## src/rtl/nios2_oci_dct_packer.sv

```systemverilog
// Packs 2-bit trace symbols into 30-bit frames for the OCI monitor and sequences end of test.
// Optional idle auto-flush is enabled by defining OCI_DCT_TIMEOUT_EN.
module nios2_oci_dct_packer #(
    parameter int TIMEOUT = 64
) (
    input  logic        clk_i,
    input  logic        reset_i,
    input  logic        sym_valid_i,
    input  logic [1:0]  sym_data_i,
    output logic        sym_ready_o,
    input  logic        flush_i,
    input  logic        end_req_i,
    output logic [29:0] dct_buffer_o,
    output logic [3:0]  dct_count_o,
    output logic        dct_valid_o,
    input  logic        dct_ready_i,
    output logic        test_ending_o,
    output logic        test_has_ended_o
);

    typedef enum logic [1:0] {S_RUN, S_ENDING, S_ENDED} state_t;

    state_t      state_q, state_d;
    logic [29:0] acc_q, acc_d;
    logic [3:0]  acc_cnt_q, acc_cnt_d;
    logic [29:0] out_buf_q, out_buf_d;
    logic [3:0]  out_cnt_q, out_cnt_d;
    logic        out_valid_q, out_valid_d;
    logic        flush_pend_q, flush_pend_d;

    logic        out_free, acc_full, accept, flush_any, transfer, timeout_hit;
    logic [29:0] sym_shift, merged_buf;
    logic [3:0]  merged_cnt;

    assign out_free    = !out_valid_q || dct_ready_i;
    assign acc_full    = (acc_cnt_q == 4'd15);
    assign sym_ready_o = (state_q == S_RUN) && !(acc_full && !out_free);
    assign accept      = sym_valid_i && sym_ready_o;
    assign sym_shift   = {28'b0, sym_data_i} << {acc_cnt_q, 1'b0};

    // A full accumulator is shipped as-is; the incoming symbol starts the next frame.
    assign merged_buf = acc_full ? acc_q : (accept ? (acc_q | sym_shift) : acc_q);
    assign merged_cnt = acc_full ? 4'd15 : (acc_cnt_q + {3'b0, accept});

    assign flush_any = flush_pend_q || flush_i || timeout_hit ||
                       ((state_q == S_RUN) && end_req_i);
    assign transfer  = out_free && ((merged_cnt == 4'd15) ||
                                    (flush_any && (merged_cnt != 4'd0)));

`ifdef OCI_DCT_TIMEOUT_EN
    logic [9:0] idle_q, idle_d;

    assign timeout_hit = (idle_q == TIMEOUT[9:0]);

    always_comb begin
        idle_d = idle_q;
        if (accept || transfer)
            idle_d = 10'd0;
        else if ((acc_cnt_q != 4'd0) && !timeout_hit)
            idle_d = idle_q + 10'd1;
    end

    always_ff @(posedge clk_i or posedge reset_i) begin
        if (reset_i) idle_q <= 10'd0;
        else         idle_q <= idle_d;
    end
`else
    // TIMEOUT is only meaningful with the idle counter; its legal range makes this false.
    assign timeout_hit = (TIMEOUT < 0);
`endif

    always_comb begin
        acc_d        = merged_buf;
        acc_cnt_d    = merged_cnt;
        out_buf_d    = out_buf_q;
        out_cnt_d    = out_cnt_q;
        out_valid_d  = out_valid_q && !dct_ready_i;
        flush_pend_d = flush_any && !transfer && (merged_cnt != 4'd0);
        if (transfer) begin
            out_buf_d   = merged_buf;
            out_cnt_d   = merged_cnt;
            out_valid_d = 1'b1;
            acc_d       = (acc_full && accept) ? {28'b0, sym_data_i} : 30'b0;
            acc_cnt_d   = (acc_full && accept) ? 4'd1 : 4'd0;
        end
    end

    always_comb begin
        state_d = state_q;
        case (state_q)
            S_RUN: begin
                if (end_req_i)
                    state_d = ((merged_cnt == 4'd0) && out_free) ? S_ENDED : S_ENDING;
            end
            S_ENDING: begin
                if ((acc_cnt_q == 4'd0) && out_free)
                    state_d = S_ENDED;
            end
            S_ENDED:  state_d = S_ENDED;
            default:  state_d = S_RUN;
        endcase
    end

    always_ff @(posedge clk_i or posedge reset_i) begin
        if (reset_i) begin
            state_q      <= S_RUN;
            acc_q        <= 30'b0;
            acc_cnt_q    <= 4'd0;
            out_buf_q    <= 30'b0;
            out_cnt_q    <= 4'd0;
            out_valid_q  <= 1'b0;
            flush_pend_q <= 1'b0;
        end else begin
            state_q      <= state_d;
            acc_q        <= acc_d;
            acc_cnt_q    <= acc_cnt_d;
            out_buf_q    <= out_buf_d;
            out_cnt_q    <= out_cnt_d;
            out_valid_q  <= out_valid_d;
            flush_pend_q <= flush_pend_d;
        end
    end

    assign dct_buffer_o     = out_buf_q;
    assign dct_count_o      = out_cnt_q;
    assign dct_valid_o      = out_valid_q;
    assign test_ending_o    = (state_q != S_RUN);
    assign test_has_ended_o = (state_q == S_ENDED);

endmodule

```

## config.mk

```make
export PLATFORM = sky130hd
export DESIGN_NAME = nios2_oci_dct_packer
export DESIGN_NICKNAME = d
export VERILOG_FILES = /design/src/rtl/nios2_oci_dct_packer.sv
export SDC_FILE = /design/constraint.sdc
export NUM_CORES = 1
export LEC_CHECK = 0
export BUFFER_PORTS_ARGS = -buffer_cell sky130_fd_sc_hd__buf_2
export CORE_UTILIZATION = 30
export CTS_CLUSTER_SIZE = 30
export DETAILED_ROUTE_END_ITERATION = 6
export GPL_TIMING_DRIVEN = 0
export SLEW_MARGIN = 20
export SYNTH_ARGS = -nofsm -noshare
export SYNTH_HDL_FRONTEND = slang
export SYNTH_SLANG_ARGS = --single-unit
```

## constraint.sdc

```tcl
create_clock -name clk_i -period 4.7 [get_ports clk_i]
set_input_delay 0.94 -clock clk_i [delete_from_list [all_inputs] [get_ports clk_i]]
set_output_delay 0.94 -clock clk_i [all_outputs]
set_load 0.005 [all_outputs]
```

Yosys cells after proc, flatten, opt, wreduce, memory -nomap -nowiden
Cells that the tools add are included.
Word-level totals
  bits of input ports: 8
  word-level logic and storage cells: 55
  register bits after elaboration: 72
Operators by class
  eq/ne operators: 6
  shift-type cells: 1
  mux-type cells: 12
  add/subtract/negate cells: 1
  bitwise logic cells: 1
  reductions and logical operators: 27
Operator list (number)
  $mux W30: 3
  $or A30 B30 Y30: 1
  $shl A2 B5 Y30: 1
  $logic_and A1 B1 Y1: 12
  $eq A4 B4 Y1 const B: 2
  $logic_not A4 Y1: 2
  $mux W2: 4
  $mux W4: 2
  $pmux W2 S3: 1
  $logic_not A1 Y1: 5
  $add A4 B1 Y4: 1
  $logic_or A1 B1 Y1: 4
  $ne A2 B2 Y1 const B: 2
  $reduce_bool A4 Y1: 1
  $eq A2 B1 Y1 const B: 1
  $eq A2 B2 Y1 const B: 1
  $logic_not A2 Y1: 1
  $mux W1: 2
  $reduce_and A2 Y1: 1
  $reduce_bool A2 Y1: 1

Longest topological paths before layout
Gate-level depths: netlist of the first run.
  word-level depth: 16
  mapped depth: 13
  depth with buffers taken out: 11

Worst setup path before layout of the first run
Ideal clock, no wire load.
  kind: input -> register
  start point: input dct_ready_i
  end point: register out_cnt_q[0], in the netlist dct_count_o[0]
  arrival time: 2.990 ns
  required time: 4.575 ns
  setup slack: 1.586 ns
  cell stages on the path: 11
  path through: nand2b_1 nor2_1 nor2_1 ha_1 ha_1 nand2_1 o21a_1 o21a_1 nor3_2 buf_4 mux2_2
Between the ends
  word-level cells in the longest chain between the ends: 12
  elaborated cells on any way between the ends: 13
  those cells by class: add/sub (1); eq/ne (1); mux (1); reduce/logical (10)
Ends and longest elaborated chain
  from (decl): line 16  | input logic dct_ready_i,
  $logic_or A1 B1 Y1 (*): line 35  | assign out_free = !out_valid_q || dct_ready_i;
  $logic_not A1 Y1: line 37  | assign sym_ready_o = (state_q == S_RUN) && !(acc_full && !out_free);
  $logic_and A1 B1 Y1: line 37
  $logic_not A1 Y1: line 37
  $logic_and A1 B1 Y1: line 37
  $logic_and A1 B1 Y1: line 38  | assign accept = sym_valid_i && sym_ready_o;
  $add A4 B1 Y4: line 43  | assign merged_cnt = acc_full ? 4'd15 : (acc_cnt_q + {3'b0, accept});
  $mux W4: line 43
  $reduce_bool A4 Y1: line 48  | (flush_any && (merged_cnt != 4'd0)));
  $logic_and A1 B1 Y1: line 48
  $logic_or A1 B1 Y1: line 47  | assign transfer = out_free && ((merged_cnt == 4'd15) ||
  $logic_and A1 B1 Y1: line 47
  to (signal assigned): line 118  | out_cnt_q <= out_cnt_d;
  to (decl): line 27  | logic [3:0] out_cnt_q, out_cnt_d;
Every way passes the cells marked *; elsewhere a longest branch is shown, timed or not.
A chain may end at the register's enable or synchronous reset.

Final worst setup path of the first run
Same ends and word-level chain as after synthesis.

==> results of run 1 <==
## per-layer routing
layer  share of wire  up-vias  GRT usage
met5               0        -          0
met4           0.012        0     0.0455
met3           0.043        9     0.0417
met2            0.48       41      0.212
met1            0.46     1046      0.186
li1                -     1000          -
## per-stage QoR
step,setup WS [ns],hold WS (ns),area (sq um)
floorplan,1.59,0.449,3080
global placement,1.10,0.463,3470
detailed placement,1.16,0.469,3500
CTS,1.51,0.485,3700
global route,1.31,0.499,3700
finish,1.48,0.479,3700
## placed cells by master, fill, tap and decap left out, types with 2 or more instances in the layout
| master | instances |
|---|---|
| ha_1 | 6 |
| buf_4 | 4 |
| a2bb2oi_1 | 2 |
| buf_6 | 4 |
| o21a_1 | 3 |
| buf_2 | 48 |
| clkbuf_8 | 11 |
| mux2_2 | 10 |
| mux2i_1 | 23 |
| nand4_1 | 2 |
| and2_1 | 2 |
| and3b_1 | 4 |
| nor2b_1 | 10 |
| a21oi_1 | 23 |
| and3_1 | 2 |
| inv_1 | 25 |
| a21o_1 | 9 |
| nor3b_1 | 2 |
| xnor2_1 | 2 |
| nor2_1 | 27 |
| nand2_1 | 6 |
| nor3_1 | 4 |
| nand2b_1 | 3 |
| dfrtp_1 | 72 |
| clkbuf_1 | 2 |
| o21ai_0 | 4 |
| clkinv_2 | 2 |
## final cells by class
class	count	area [sq um]
timing repair buffer	46	253
clock buffer	13	159
sequential	72	1800
inverter	26	100
buffer	11	90.1
tap	133	166
multi-input combinational	155	1090
clock inverter	3	40.0
fill	974	6160
## report_power, final
part | switching, mW | total, mW | internal, mW
clock | 0.217 | 0.490 | 0.273
combinational | 0.355 | 0.642 | 0.287
sequential | 0.0456 | 0.747 | 0.701
## flip-flops by register name, indices dropped and copies added (netlist names)
register,count
flush_pend_q,1
dct_valid_o,1
acc_cnt_q,4
acc_q,30
dct_buffer_o,30
dct_count_o,4
state_q,2
## cells by family after synthesis
logic type | Yosys count
buffers and inverters | 37
AND/OR/NAND/NOR | 67
XOR/XNOR | 2
flip-flops | 72
AO/OA/AOI/OAI | 47
adder cells (fa/ha/maj) | 6
multiplexers | 33
## worst max-delay path by stage
stage	to	slack [ns]	depth (start not counted)
6_report	dct_count_o[0]$_DFFE_PP0P_	1.48	12
2_1_floorplan	dct_count_o[0]$_DFFE_PP0P_	1.59	11
3_3_place_gp	acc_cnt_q[0]$_DFF_PP0_	1.10	2
3_5_place_dp	acc_cnt_q[1]$_DFF_PP0_	1.16	13
5_1_grt	acc_cnt_q[1]$_DFF_PP0_	1.31	13
4_1_cts	dct_count_o[0]$_DFFE_PP0P_	1.51	12
## worst max-delay path, stage by stage
cell and delay [ns]:
buf_2 0.10, nand2b_1 0.20, nor2_1 0.16, nor2_1 0.06, ha_1 0.21, ha_1 0.37
nand2_1 0.07, o21a_1 0.17, o21a_1 0.23, nor3_2 0.34, buf_4 0.25, mux2_2 0.35
==> metrics.yaml, run 1 <==
finalCriticalPeriod_ns: 3.22
fin_tns_setup_ns: 0
area_growth_pct: 20.1
synth-edff-count: 0
r2r-start: "state_q[0]$_DFFE_PP0P_"
synthTopCellsByArea: "dfrtp_1, mux2i_1, a21oi_1"
io_pins: 46
hold_viol: 0
fmax_mhz: 311
cts_hold_buf: 0
placed_cells: 443
synthArstFlopShare: 1.00
r2r-end: "dct_count_o[0]$_DFFE_PP0P_"
yosys.area.top_type_share: 0.585
post-cts-setup-buffer-count: 0
startpoint: "dct_ready_i"
setup_violations: 0
powerDensity_nw_per_um2: 508
clk_latency_ns: 0.34
worstSetupStartpointType: "input port"
timing.final.crit_share: 0.685
dieArea_sq_um: 10700
diodes: 0
grt_usage: 0.138
syn_area_per_cell_sq_um: 11.7
grt_start_max_net_pins: 58
holdCritStartpoint: "acc_q[25]$_DFF_PP0_"
yosys_most_used_dff: "dfrtp_1"
final_cells: 459
synth_top_family_by_area: "simple AND/OR/NAND/NOR gates"
vdd_drop_max_mv: 0.174
grt_pass1_wl_microns: 10700
yosysMostFrequentCell: "dfrtp_1"
syn_area_sq_um: 3080
die_y_microns: 103
num-nets-final: 335
grt_overflow: 0
maxSlewHeadroom: 0.254
start_util: 0.312
leakagePower_nw: 1.96
slew_viol_final: 0
synthCells: 264
p_total_mw: 1.88
port_buffers: 45
core_sq_um: 9860
whs_endpoint: "acc_q[25]$_DFF_PP0_"
std_cell_rows: 36
place.gp.congestion: 0.747
crit_type: "input port to register"
end_kind: "register"
synth_compound_area_frac: 0.0930
dr_total_vias: 2096
worst_pin_slew_ns: 1.12
rsz0062_at_grt: "no"
fp.dieW_microns: 103
route.detailed.drc: 0
cts_inserted_buffers: 9
max_cap_violations: 0
root_buffer: "clkbuf_8"
h-tree-depth: 3
path_max_fanout: 10
run_status: "complete, no violations"
synth_xor_area_frac: 0.00569
hold_class: "register to register"
wirelength_microns: 6630
post-synth-top-area-cell: "dfrtp_1"
synth_common_cells: "dfrtp_1, nor2_1, inv_1, a21oi_1, mux2i_1"
synth_cell_type_count: 35
cp.arrival_ns: 3.45
clkSlewWorstSetupHoldPaths_ns: 0.07
r2r_cells: 12
drt-initial-drc-count: 103
yosysSeqAreaShare: 0.585
grt_pass1_vias: 2122
rrSetupSlack_ns: 1.54
drive_above_1_share: 0.261
synth_mux_area_frac: 0.111
place.detailed.hpwl_microns: 4690
finClkSkew_ns: 0.00891
crit_required_ns: 4.93
synth_fp_nets: 278
synthSimpleGateAreaFrac: 0.120
synth-seq-cells: 72
wl_per_cell_microns: 14.4
ant_nets: 0
post-route-util: 0.375
clockBufferDepth: 2
antenna_found_initial: 0
tritoncts: "built"
yosysWarnings: 0
worst_hold_path.num_cells: 2
viasPerCell: 4.57
dr.pass1.iters: 4
cts.sinks: 72
synth_fa_ha_area_frac: 0.0244
post_cts_resized: 0
Note: power is estimated with default switching activity, not from simulation.
==> inputs of run 2 (changes only) <==
--- a/config.mk
+++ b/config.mk
@@ -5,6 +5,7 @@
 export SDC_FILE = /design/constraint.sdc
 export NUM_CORES = 1
 export LEC_CHECK = 0
+export ABC_AREA = 1
 export BUFFER_PORTS_ARGS = -buffer_cell sky130_fd_sc_hd__buf_2
 export CORE_UTILIZATION = 30
 export CTS_CLUSTER_SIZE = 30
==> constraint.sdc (replaced) <==
create_clock -name clk_i -period 2.65 [get_ports clk_i]
set_input_delay 0.53 -clock clk_i [delete_from_list [all_inputs] [get_ports clk_i]]
set_output_delay 0.53 -clock clk_i [all_outputs]
set_load 0.005 [all_outputs]
==> run 2 against run 1 <==
Compared with the run above: cell count increased by 31%; non-clock buffer count up 20; critical path depth rose by 4; worst hold slack worse by 0.31 ns; sequential share of layout area shrank 7.2 points; sequential power grew 78%; highest routed layer unchanged.
==> metrics.yaml, run 2 <==
run_status: "complete, no violations"  # unchanged
dr_total_vias: 2861  # was 2096
yosysWarnings: 0  # unchanged
drive_above_1_share: 0.229  # was 0.261
dr.pass1.iters: 4  # unchanged
placed_cells: 579  # was 443
crit_required_ns: 2.87  # was 4.93 ns
post-synth-top-area-cell: "dfrtp_1"  # unchanged
cts_hold_buf: 0  # unchanged
synth-seq-cells: 72  # unchanged
finClkSkew_ns: 0.00356  # was 0.00891 ns
post-route-util: 0.392  # was 0.375
grt_overflow: 0  # unchanged
p_clk_frac: 0.290  # was 0.261
final_cells: 602  # was 459
wl_per_cell_microns: 13.9  # was 14.4 microns
cp.arrival_ns: 2.82  # was 3.45 ns
powerDensity_nw_per_um2: 974  # was 508 nW/um^2
port_buffers: 45  # unchanged
area_growth_pct: 24.6  # was 20.1%
r2r-end: "dct_buffer_o[6]$_DFFE_PP0P_"  # was dct_count_o[0]$_DFFE_PP0P_
end_kind: "register"  # unchanged
finalCriticalPeriod_ns: 2.60
yosysSeqAreaShare: 0.517  # was 0.585
yosysMostFrequentCell: "nand2_1"  # was dfrtp_1
tritoncts: "built"  # unchanged
synth_common_cells: "nand2_1, dfrtp_1, nand3_1, o21bai_1, nor2_1"  # was dfrtp_1, nor2_1, inv_1, a21oi_1, mux2i_1
die_y_microns: 110  # was 103 microns
r2r_cells: 16  # was 12
vdd_drop_max_mv: 0.379  # was 0.174 mV
clkSlewWorstSetupHoldPaths_ns: 0.06  # was 0.07 ns
diodes: 0  # unchanged
fmax_mhz: 385
p_total_mw: 4.23  # was 1.88 mW
synth-edff-count: 0  # unchanged
clk_latency_ns: 0.33  # was 0.34 ns
dpl_cell_area_sq_um: 3910  # was 3500 sq um
whs_ns: 0.164  # was 0.479 ns
viasPerCell: 4.75  # was 4.57
grt_start_max_net_pins: 50  # was 58
h-tree-depth: 3  # unchanged
p_switching_mw: 1.55  # was 618 uW
start_util: 0.314  # was 0.312
synth_fp_nets: 407  # was 278
yosys.area.top_type_share: 0.517  # was 0.585
ant_nets: 0  # unchanged
path_max_fanout: 10  # unchanged
hold_viol: 0  # unchanged
route.detailed.drc: 0  # unchanged
core_sq_um: 11100  # was 9860 sq um
antenna_found_initial: 0  # unchanged
synthArstFlopShare: 1.00  # unchanged
std_cell_rows: 38  # was 36
power_frac_seq: 0.314  # was 0.397
switching_share: 0.367  # was 0.329
rrSetupSlack_ns: 0.05  # was 1.54 ns
grt_usage: 0.156  # was 0.138
fp.dieW_microns: 110  # was 103 microns
wirelength_microns: 8360  # was 6630 microns
p_comb_frac: 0.396  # was 0.342
leakagePower_nw: 2.28  # was 1.96 nW
layout_commonest_cell: "nand2_1"  # was dfrtp_1
place.gp.congestion: 0.864  # was 0.747
setup_violations: 0  # unchanged
setup_slack_ns: 0.0499  # was 1.48 ns
grt_pass1_wl_microns: 14200  # was 10700 microns
worst_pin_slew_ns: 0.483  # was 1.12 ns
place_ws_ns: -0.328  # was 1.16 ns
synthTopCellsByArea: "dfrtp_1, nand2_1, o21bai_1"  # was dfrtp_1, mux2i_1, a21oi_1
r2r-start: "acc_cnt_q[3]$_DFF_PP0_"  # was state_q[0]$_DFFE_PP0P_
crit_type: "register to register"  # was input port to register
drt-initial-drc-count: 136  # was 103
timing.final.crit_share: 0.981
clockBufferDepth: 2  # unchanged
cts.sinks: 72  # unchanged
final_area_sq_um: 4340  # was 3700 sq um
synth_cell_type_count: 29  # was 35
grt_pass1_vias: 2953  # was 2122
worstSetupStartpointType: "register"  # was input port
io_pins: 46  # unchanged
slew_viol_final: 0  # unchanged
fin_tns_setup_ns: 0  # unchanged
max_cap_violations: 0  # unchanged
hold_class: "input port to asynchronous set/reset pin"  # was register to register
yosys_most_used_dff: "dfrtp_1"  # unchanged
dieArea_sq_um: 12000  # was 10700 sq um
syn_area_per_cell_sq_um: 8.86  # was 11.7 sq um
num-nets-final: 471  # was 335
p_int_mw: 2.68  # was 1.26 mW
syn_area_sq_um: 3480  # was 3080 sq um
synthCells: 393  # was 264
layout_common_cells: "nand2_1, dfrtp_1, buf_2"  # was dfrtp_1, buf_2, nor2_1
maxSlewHeadroom: 0.678  # was 0.254
cts_inserted_buffers: 9  # unchanged
root_buffer: "clkbuf_16"  # was clkbuf_8
place.detailed.hpwl_microns: 5970  # was 4690 microns
-- run 2: changes by cell type in the layout (fill, tap and decap cells not counted), moves of 10 or more --
cell,change
nand2_1,+121
nor2b_1,-10
inv_1,-11
a21boi_0,+21
mux2_2,-10
o21bai_1,+30
buf_4,+10
nand3_1,+39
mux2i_1,-23
a21oi_1,-22
-- run 2: cells by family after synthesis --
group	count (synthesis)	synth area share
flip-flops	72	0.517
AO/OA/AOI/OAI	58	0.127
AND/OR/NAND/NOR	214	0.264
adder cells (fa/ha/maj)	6	0.0216
buffers and inverters	43	0.0708
-- run 2: how the worst max path moves through the flow --
stage,startpoint,endpoint,cells after the start
after CTS,state_q[0]$_DFFE_PP0P_,dct_buffer_o[6]$_DFFE_PP0P_,14
after global routing,acc_cnt_q[3]$_DFF_PP0_,dct_buffer_o[6]$_DFFE_PP0P_,16
final,acc_cnt_q[3]$_DFF_PP0_,dct_buffer_o[6]$_DFFE_PP0P_,16
after detailed placement,acc_cnt_q[1]$_DFF_PP0_,dct_buffer_o[6]$_DFFE_PP0P_,15
after global placement,reset_i,dct_buffer_o[9]$_DFFE_PP0P_,2
after floorplan,acc_cnt_q[1]$_DFF_PP0_,dct_buffer_o[10]$_DFFE_PP0P_,15
-- run 2: layer usage --
metal  track usage  share of wire  up-vias
met5             0              0        -
met3        0.0373          0.070       13
met1         0.204           0.46     1363
met2         0.251           0.45       85
met4        0.0533          0.018        0
li1              -              -     1400
-- run 2: layout make-up --
cell class | instances | area, sq um
Multi-Input combinational cell | 278 | 1490
Timing Repair Buffer | 53 | 305
Sequential cell | 72 | 1800
Buffer | 24 | 184
Tap cell | 140 | 175
Inverter | 19 | 73.8
Fill cell | 1121 | 6740
Clock inverter | 5 | 55.1
Clock buffer | 11 | 253
-- run 2: power groups by stage --
stage / logic, mW / clock network (mW) / registers [mW]
after global placement: 1.52 / 0 / 1.34
after global routing: 1.88 / 1.31 / 1.35
after detailed placement: 1.56 / 0 / 1.35
after floorplan: 1.10 / 0 / 1.34
final: 1.67 / 1.23 / 1.33
after CTS: 1.61 / 1.25 / 1.34
-- run 2: repair_timing --
action                                 CTS  global route
endpoints found under the hold margin    0             0
setup buffers                            3             4
resized for setup                        9             7
setup endpoints to repair               68            55
pin swaps                                3             0
-- run 2: critical path, stage by stage, from the launching register on --
cell	delay, ns
dfrtp_1	0.35
buf_4	0.17
nand2_2	0.12
nor2_4	0.06
nand2_2	0.08
nand3_4	0.10
inv_1	0.10
ha_2	0.23
ha_4	0.22
nor2_1	0.15
nand3_2	0.13
o21bai_4	0.18
nand2_4	0.10
buf_8	0.16
buf_6	0.15
nand3_1	0.11
nand2_1	0.06
==> inputs of run 3 (changes only) <==
--- a/config.mk
+++ b/config.mk
@@ -5,12 +5,13 @@
 export SDC_FILE = /design/constraint.sdc
 export NUM_CORES = 1
 export LEC_CHECK = 0
-export ABC_AREA = 1
 export BUFFER_PORTS_ARGS = -buffer_cell sky130_fd_sc_hd__buf_2
-export CORE_UTILIZATION = 30
+export CAP_MARGIN = 15
+export CORE_UTILIZATION = 50
 export CTS_CLUSTER_SIZE = 30
 export DETAILED_ROUTE_END_ITERATION = 6
 export GPL_TIMING_DRIVEN = 0
+export PLACE_DENSITY = 0.74
 export SLEW_MARGIN = 20
 export SYNTH_ARGS = -nofsm -noshare
 export SYNTH_HDL_FRONTEND = slang
==> run 3 against run 2 <==
Compared with the run above: non-clock buffer count is 3 lower; combinational power fell by 14%; sequential share of layout area increased by 4.8 points; largest power group unchanged.
==> metrics.yaml, run 3 (synthesized netlist as in run 1, its figures left out) <==
run_status: "complete, no violations"  # unchanged
viasPerCell: 5.29  # was 4.75
place.detailed.hpwl_microns: 4200  # was 5970 microns
num-nets-final: 352  # was 471
grt_start_max_net_pins: 53  # was 50
path_cells: "buf_6 > nand4_4 > nor2_4 > nor2_4 > ha_4 > ha_4 > xnor2_4 > o21a_1 > o21a_2 > nor3_4 > buf_6 > mux2_2"  # was buf_4 > nand2_2 > nor2_4 > nand2_2 > nand3_4 > inv_1 > ha_2 > ha_4 > nor2_1 > nand3_2 > o21bai_4 > nand2_4 > buf_8 > buf_6 > nand3_1 > nand2_1
max_stage_delay_ns: 0.36  # was 0.35 ns
crit_slowest_cell: "dfrtp_1"  # unchanged
start_util: 0.520  # was 0.314
grt_pass1_vias: 2135  # was 2953
grt_pass1_wl_microns: 10600  # was 14200 microns
end_kind: "register"  # unchanged
dpl_cell_area_sq_um: 3430  # was 3910 sq um
fp.dieW_microns: 80.5  # was 110 microns
antenna_found_initial: 0  # unchanged
fmax_mhz: 383  # was 385 MHz
wl_per_cell_microns: 16.8  # was 13.9 microns
dr.pass1.iters: 4  # unchanged
wirelength_microns: 7010  # was 8360 microns
root_buffer: "clkbuf_8"  # was clkbuf_16
setup_violations: 0  # unchanged
cp.arrival_ns: 2.84  # was 2.82 ns
leakagePower_nw: 2.05  # was 2.28 nW
drt-initial-drc-count: 151  # was 136
layout_common_cells: "dfrtp_1, buf_2, nor2_1"  # was nand2_1, dfrtp_1, buf_2
worstSetupStartpointType: "register"  # unchanged
max_cap_violations: 0  # unchanged
hold_viol: 0  # unchanged
core_sq_um: 5920  # was 11100 sq um
die_y_microns: 80.5  # was 110 microns
area_growth_pct: 26.5  # was 24.6%
route.detailed.drc: 0  # unchanged
diodes: 0  # unchanged
ant_nets: 0  # unchanged
h-tree-depth: 3  # unchanged
grt_overflow: 0  # unchanged
grt_usage: 0.226  # was 0.156
fin_tns_setup_ns: 0  # unchanged
finalCriticalPeriod_ns: 2.61  # was 2.60 ns
clk_latency_ns: 0.35  # was 0.33 ns
drive_above_1_share: 0.342  # was 0.229
std_cell_rows: 28  # was 38
nFillCells: 466  # was 1121
final_area_sq_um: 3900  # was 4340 sq um
cts.sinks: 72  # unchanged
io_pins: 46  # unchanged
timing.final.crit_share: 0.984  # was 0.981
maxSlewHeadroom: 0.279  # was 0.678
powerDensity_nw_per_um2: 928  # was 974 nW/um^2
crit_required_ns: 2.88  # was 2.87 ns
clockBufferDepth: 2  # unchanged
slew_viol_final: 0  # unchanged
dr_total_vias: 2207  # was 2861
path_max_fanout: 6  # was 10
finClkSkew_ns: 0.00629  # was 0.00356 ns
hold_class: "input port to asynchronous set/reset pin"  # unchanged
tritoncts: "built"  # unchanged
cts_hold_buf: 0  # unchanged
dieArea_sq_um: 6480  # was 12000 sq um
cts_inserted_buffers: 9  # unchanged
vdd_drop_max_mv: 0.506  # was 0.379 mV
worst_pin_slew_ns: 1.08  # was 0.483 ns
port_buffers: 45  # unchanged
crit_type: "register to register"  # unchanged
layout_commonest_cell: "dfrtp_1"  # was nand2_1
place.gp.congestion: 0.795  # was 0.864
clkSlewWorstSetupHoldPaths_ns: 0.08  # was 0.06 ns
-- run 3: cell count changes in the layout (fill, tap and decap cells not counted), moves of 8 or more --
cell       previous run  this run
a21o_1                0         9
o21bai_1             30         0
nand2_1             127         4
a21boi_0             21         0
nor2b_1               0        10
inv_1                14        23
mux2i_1               0        22
mux2_2                0        10
nand3_1              40         1
clkbuf_8              2        10
clkbuf_16             9         0
a21oi_1               1        23
-- run 3: what timing repair did --
action / CTS / global route
endpoints found under the setup margin: 68 / 63
cloned: 1 / 0
pin swaps: 4 / 6
setup buffers: 8 / 8
gates resized for setup: 23 / 11
-- run 3: report_power, final --
part | total (mW) | switching (mW) | internal, mW
Clock | 0.868 | 0.409 | 0.459
Combinational | 1.43 | 0.736 | 0.696
Sequential | 1.32 | 0.0706 | 1.24
-- run 3: final cells by class --
type	instances	area (sq um)	area share
tap	75	93.8	0.0241
clock inverter	4	53.8	0.0138
clock buffer	11	141	0.0363
buffer	11	120	0.0308
sequential	72	1800	0.463
multi-input combinational	155	1200	0.308
timing repair buffer	63	384	0.0986
inverter	26	100	0.0257
-- run 3: worst max-delay path: cells and delay by family, from the launching register on --
| kind | cells | cell delay (ns) |
|---|---|---|
| adder cells (fa/ha/maj) | 2 | 0.35 |
| buffers and inverters | 2 | 0.34 |
| AND/OR/NAND/NOR | 4 | 0.54 |
| XOR/XNOR | 1 | 0.16 |
| AO/OA/AOI/OAI | 2 | 0.40 |
| flip-flops | 1 | 0.36 |
| multiplexers | 1 | 0.33 |
-- run 3: worst paths after layout --
path,from,endpoint,slack (ns),depth (start not counted)
max reg2reg,acc_cnt_q[2]$_DFF_PP0_,dct_buffer_o[6]$_DFFE_PP0P_,0.04,12
min in group clk_i,sym_data_i[1],acc_q[1]$_DFF_PP0_,0.43,3
min reg2reg,acc_q[28]$_DFF_PP0_,acc_q[28]$_DFF_PP0_,0.48,2
min,reset_i,dct_buffer_o[18]$_DFFE_PP0P_,0.14,2
max,acc_cnt_q[2]$_DFF_PP0_,dct_buffer_o[6]$_DFFE_PP0P_,0.04,12
max in group asynchronous,reset_i,acc_q[27]$_DFF_PP0_,1.97,3
-- run 3: layer usage --
| metal | track usage | wire length, microns | vias up |
|---|---|---|---|
| met5 | 0 | 0 | - |
| met4 | 0.0768 | 138 | 0 |
| met3 | 0.0591 | 387 | 14 |
| met2 | 0.360 | 3450 | 75 |
| met1 | 0.297 | 3030 | 1084 |
| li1 | - | - | 1034 |
-- run 3: metrics by stage --
stage	total power [mW]	hold slack [ns]	instances	utilization	setup WS, ns
floorplan	2.16	0.449	264	-	0.00829
global route	3.80	0.148	417	0.658	-0.0393
finish	3.62	0.137	417	0.658	0.0417
global placement	2.44	0.462	384	0.574	-0.517
CTS	3.52	0.136	409	0.639	0.0135
detailed placement	2.46	0.470	385	0.579	-0.411
